File: config.mk
export PLATFORM = sky130hd
export DESIGN_NAME = parity_engine
export DESIGN_NICKNAME = d
export VERILOG_FILES = /design/src/rtl/parity_engine.sv
export SDC_FILE = /design/constraint.sdc
export NUM_CORES = 1
export LEC_CHECK = 0
export ABC_AREA = 1
export BUFFER_PORTS_ARGS = -buffer_cell sky130_fd_sc_hd__buf_4
export CAP_MARGIN = 15
export CELL_PAD_IN_SITES_DETAIL_PLACEMENT = 1
export CELL_PAD_IN_SITES_GLOBAL_PLACEMENT = 2
export CORE_AREA = 3 3 70 72
export DETAILED_ROUTE_END_ITERATION = 8
export DIE_AREA = 0 0 73 75
export PLACE_DENSITY = 0.82
export SLEW_MARGIN = 30
export SYNTH_ARGS = -nofsm -noshare
export SYNTH_HDL_FRONTEND = slang
export SYNTH_SLANG_ARGS = --single-unit
File: constraint.sdc
create_clock -name clk_i -period 1.9 [get_ports clk_i]
set_clock_uncertainty 0.15 [all_clocks]
set_input_delay 0.19 -clock clk_i [delete_from_list [all_inputs] [get_ports clk_i]]
set_output_delay 0.19 -clock clk_i [all_outputs]
set_load 0.01 [all_outputs]
File: src/rtl/parity_engine.sv
// Streaming parity generator/checker: data bits arrive serially LSB first, parity is
// produced (generate) or compared against a trailing received bit (check).
module parity_engine #(
    parameter int DATA_WIDTH    = 8,
    parameter int ERR_CNT_WIDTH = 8
) (
    input  logic                     clk_i,
    input  logic                     rst_i,
    input  logic                     start_i,
    input  logic [2:0]               mode_i,
    input  logic                     check_en_i,
    input  logic                     bit_valid_i,
    input  logic                     bit_in_i,
    input  logic                     abort_i,
    input  logic                     clr_err_i,
    output logic                     busy_o,
    output logic                     parity_valid_o,
    output logic                     parity_bit_o,
    output logic                     parity_err_o,
    output logic [ERR_CNT_WIDTH-1:0] err_count_o
);

    localparam int CNT_W = $clog2(DATA_WIDTH + 1);
    localparam logic [CNT_W-1:0] LAST_IDX = CNT_W'(DATA_WIDTH - 1);

    typedef enum logic [1:0] {
        IDLE  = 2'd0,
        ACCUM = 2'd1,
        RXPAR = 2'd2
    } state_e;

    typedef enum logic [2:0] {
        MODE_NONE  = 3'd0,
        MODE_ODD   = 3'd1,
        MODE_EVEN  = 3'd2,
        MODE_MARK  = 3'd3,
        MODE_SPACE = 3'd4
    } mode_e;

    state_e                   state_q, state_d;
    logic [2:0]               mode_q, mode_d;
    logic                     chk_q, chk_d;
    logic                     acc_q, acc_d;
    logic [CNT_W-1:0]         bit_cnt_q, bit_cnt_d;
    logic                     parity_bit_q, parity_bit_d;
    logic                     parity_valid_q, parity_valid_d;
    logic                     parity_err_q, parity_err_d;
    logic [ERR_CNT_WIDTH-1:0] err_cnt_q, err_cnt_d;
    logic                     err_inc;
    logic                     acc_next;

    // Codes 101-111 behave exactly like "none".
    function automatic logic expected_parity(input logic [2:0] mode, input logic acc);
        case (mode)
            MODE_ODD:  return ~acc;
            MODE_EVEN: return acc;
            MODE_MARK: return 1'b1;
            default:   return 1'b0;
        endcase
    endfunction

    function automatic logic mode_is_none(input logic [2:0] mode);
        return (mode == MODE_NONE) || (mode > MODE_SPACE);
    endfunction

    assign acc_next = acc_q ^ bit_in_i;

    always_comb begin
        // NOTE: every next-state value gets a default before the case so no path
        // leaves a variable unassigned, which would otherwise infer a latch.
        state_d        = state_q;
        mode_d         = mode_q;
        chk_d          = chk_q;
        acc_d          = acc_q;
        bit_cnt_d      = bit_cnt_q;
        parity_bit_d   = parity_bit_q;
        parity_valid_d = 1'b0;
        parity_err_d   = 1'b0;
        err_inc        = 1'b0;

        case (state_q)
            IDLE: begin
                if (start_i && !abort_i) begin
                    mode_d    = mode_i;
                    chk_d     = check_en_i;
                    acc_d     = 1'b0;
                    bit_cnt_d = '0;
                    state_d   = ACCUM;
                end
            end
            ACCUM: begin
                if (abort_i) begin
                    state_d = IDLE;
                end else if (bit_valid_i) begin
                    acc_d     = acc_next;
                    bit_cnt_d = bit_cnt_q + CNT_W'(1);
                    if (bit_cnt_q == LAST_IDX) begin
                        parity_bit_d = expected_parity(mode_q, acc_next);
                        if (!chk_q || mode_is_none(mode_q)) begin
                            parity_valid_d = 1'b1;
                            state_d        = IDLE;
                        end else begin
                            state_d = RXPAR;
                        end
                    end
                end
            end
            RXPAR: begin
                if (abort_i) begin
                    state_d = IDLE;
                end else if (bit_valid_i) begin
                    parity_valid_d = 1'b1;
                    parity_err_d   = (bit_in_i != parity_bit_q);
                    err_inc        = (bit_in_i != parity_bit_q);
                    state_d        = IDLE;
                end
            end
            default: state_d = IDLE;
        endcase

        // Clear has priority over a coincident increment.
        if (clr_err_i) begin
            err_cnt_d = '0;
        end else if (err_inc && (err_cnt_q != '1)) begin
            err_cnt_d = err_cnt_q + ERR_CNT_WIDTH'(1);
        end else begin
            err_cnt_d = err_cnt_q;
        end
    end

    // NOTE: state is updated with non-blocking assignments so every register samples
    // the pre-edge values, independent of statement order.
    always_ff @(posedge clk_i) begin
        if (rst_i) begin
            state_q        <= IDLE;
            mode_q         <= 3'd0;
            chk_q          <= 1'b0;
            acc_q          <= 1'b0;
            bit_cnt_q      <= '0;
            parity_bit_q   <= 1'b0;
            parity_valid_q <= 1'b0;
            parity_err_q   <= 1'b0;
            err_cnt_q      <= '0;
        end else begin
            state_q        <= state_d;
            mode_q         <= mode_d;
            chk_q          <= chk_d;
            acc_q          <= acc_d;
            bit_cnt_q      <= bit_cnt_d;
            parity_bit_q   <= parity_bit_d;
            parity_valid_q <= parity_valid_d;
            parity_err_q   <= parity_err_d;
            err_cnt_q      <= err_cnt_d;
        end
    end

    assign busy_o         = (state_q != IDLE);
    assign parity_valid_o = parity_valid_q;
    assign parity_bit_o   = parity_bit_q;
    assign parity_err_o   = parity_err_q;
    assign err_count_o    = err_cnt_q;

endmodule

==> run_results.csv <==
group,metric,value,unit
pwr,leakage,0.6506,nW
layout,final_area,1515,sq um
sta,fmax,602.9,MHz
layout,drive_above_1_share,16.28,%
synthesis,netlist_area,1227,sq um
critical_path,crit_arrival,1.70,ns
pwr,power_density,688.9,nW/um^2
synthesis,yosysTopAreaCellShare,35.88,%
synthesis,synth-seq-cells,22,
route,wire_per_inst,11.85,um
floorplanning,start_util,28.19,%
hold_path,min_path_cells,2,
synthesis,synth.avg_cell_area,6.494,sq um
critical_path,path_class,"reg2reg",
layout,nets,232,
critical_path,worst_r2r_path_depth,9,
hold_path,min_delay_worst_endpoint,"chk_q",
synthesis,synthCells,189,
route,drt_first_pass_iters,7,
sta,setup_tns,0,ns
hold_path,min_from,"rst_i",
cts,cts_tree,"done",
floorplanning,rows,24,
critical_path,timing.rr.end,"bit_cnt_q[1]",
job,maxCapViolCount,0,
cts,clk_latency,0.26,ns
place,place_ws,0.2448,ns
layout,fin_cells,267,
critical_path,worstPathCellList,"inv_1 -> ha_1 -> inv_1 -> nand2_1 -> nand2_1 -> nand2_1 -> inv_1 -> nand3_1 -> a21oi_1",
cts,cts.sinks,22,
sta,final_hold_viol_count,0,
grt,antenna_found_initial,0,
critical_path,critPathTopFamily,"simple AND/OR/NAND/NOR gates",
layout,syn2layout_area_growth,23.45,%
sta,setup_viol,0,
floorplanning,core_area,4354,sq um
floorplanning,fp.dieW,73,um
layout,antenna_cells,0,
hold_path,hold_path.class,"in2reg",
route,drt_iter0_drc,34,
grt,grt_pass1_wl,5.609,mm
layout,seqCellArea,440.4,sq um
place,io_buffers,22,
cts,ctsLongestPathBuffers,2,
sta,rsz0062_at_grt,"no",
sta,relSlewSlack,79.50,%
sta,worst_slack,0.2414,ns
synthesis,synth_fp_nets,205,
critical_path,required,1.94,ns
layout,layout_common_cells,"nand2_1 (54), inv_1 (23), nor2_1 (23), buf_4 (23), dfxtp_1 (22)",
synthesis,synth_area_leaders,"dfxtp_1 (36%), nand2_1 (17%), inv_1 (7.0%)",
sta,period_share,87.29,%
place,dp_hpwl,2.586,mm
layout,multi_input_area,688.2,sq um
sta,tightest_slew,0.3070,ns
cts,htreeDepth,1,
cts,cts_root_buffer,"clkbuf_8",
critical_path,rrSetupSlack,0.24,ns
route,drc,0,
synthesis,ys_seq_area_share,35.88,%
floorplanning,dieArea,5475,sq um
grt,grt_overflow,0,
place,globalplace.congestion,0.7694,
synthesis,yosysWarnings,0,
cts,hold_buffers,0,
run_status,outcome,"finished, final reports clean",
pwr,peakVddDrop,0.2419,mV
layout,final_common_cell,"nand2_1",
critical_path,slowest_delay,0.34,ns
critical_path,crit_slowest_cell,"dfxtp_1",
cts,clkTransAtPathRegs,0.08,ns
sta,finalMaxSlewViolations,0,
synthesis,yosysTopAreaCell,"dfxtp_1",
grt,track_usage,13.03,%
sta,fin_crit,1.659,ns
layout,fill_cells,566,
route,via_per_inst,4.648,
floorplanning,ioPinCount,23,
floorplanning,die_h,75,um
cts,numCtsBuffers,3,
grt,grt_pass1_vias,1221,
grt,grt_max_degree,13,
route,routed_wl,3.165,mm
place,dp.cells,263,
sta,hold_slack,0.01699,ns
synthesis,yosysUniqueCellTypes,20,
critical_path,cp_max_fo,7,
route,vias,1241,
route,drtAntennaViolNets,0,
critical_path,crit_path_start_kind,"register",
place,placed_area,1460,sq um
critical_path,path_buf_inv,3,
critical_path,cp-end-kind,"register",
cts,cts_resized,0,
critical_path,r2r_start,"state_q[1]",
cts,post-cts-setup-buffers,0,
==> logic make-up (layout without fill, tap and decap cells) <==
logic type	after synthesis	count (layout)	synth area share (%)
AOI/OAI and AO/OA	30	30	12.44
DFF	22	22	35.88
xor gates and xnor gates	4	4	2.855
adders and majority gates	5	5	5.097
buffers and inverters	26	52	8.053
and+or+nand+nor	102	102	35.68
==> cells in the mapped netlist (all sizes together) <==
cell / count
a21oi: 16
buf: 1
dfxtp: 22
ha: 5
inv: 25
nand2: 56
nand3: 18
nand4: 2
nor2: 26
o21ai: 13
o31ai: 1
xnor2: 1
xor2: 3
==> how the worst max path moves through the flow <==
stage	start	to	slack [ns]	depth (start not counted)
2_1_floorplan	err_count_o[1]	err_count_o[5]	0.47	7
3_3_place_gp	state_q[1]	bit_cnt_q[0]	0.30	9
3_5_place_dp	state_q[1]	bit_cnt_q[0]	0.24	9
4_1_cts	state_q[1]	bit_cnt_q[0]	0.23	9
5_1_grt	state_q[1]	bit_cnt_q[3]	0.03	9
6_report	state_q[1]	bit_cnt_q[1]	0.24	9
==> worst reg2reg max path: stages (launching register included) <==
cell and delay (ns):
dfxtp_1 0.34, inv_1 0.07, ha_1 0.25, inv_1 0.13
nand2_1 0.09, nand2_1 0.07, nand2_1 0.14, inv_1 0.15
nand3_1 0.08, a21oi_1 0.12
==> registers in the layout, indices dropped and copies added, names as in the netlist <==
signal,count
err_count_o,8
bit_cnt_q,4
mode_q,3
state_q,2
acc_q,1
chk_q,1
parity_bit_o,1
parity_err_o,1
parity_valid_o,1
==> final cells by class <==
cell class	count	share of cell area [%]
Inverter	25	6.193
Multi-Input combinational cell	141	45.42
Timing Repair Buffer	23	11.40
Sequential cell	22	29.07
Clock buffer	4	3.633
Tap cell	52	4.294
==> power breakdown <==
group	total, mW	internal (mW)	switching, mW
logic	0.203	0.0776	0.125
clock network	0.339	0.185	0.155
registers	0.502	0.484	0.0175
==> through the flow <==
stage                     util, %  total power [mW]
final                       34.80             1.044
after global routing        34.80             1.117
after CTS                   34.80             1.066
after detailed placement    33.53            0.7194
after global placement      33.53            0.7157
after floorplan                 -            0.6454
==> routing by layer <==
metal	routed length, um	up-vias	global-route usage (%)
met5	0	-	0
met4	43	0	4.303
met3	72	4	1.602
met2	1466	16	20.95
met1	1582	570	18.12
li1	-	651	-
No activity file was read; power rests on OpenSTA's default activity.
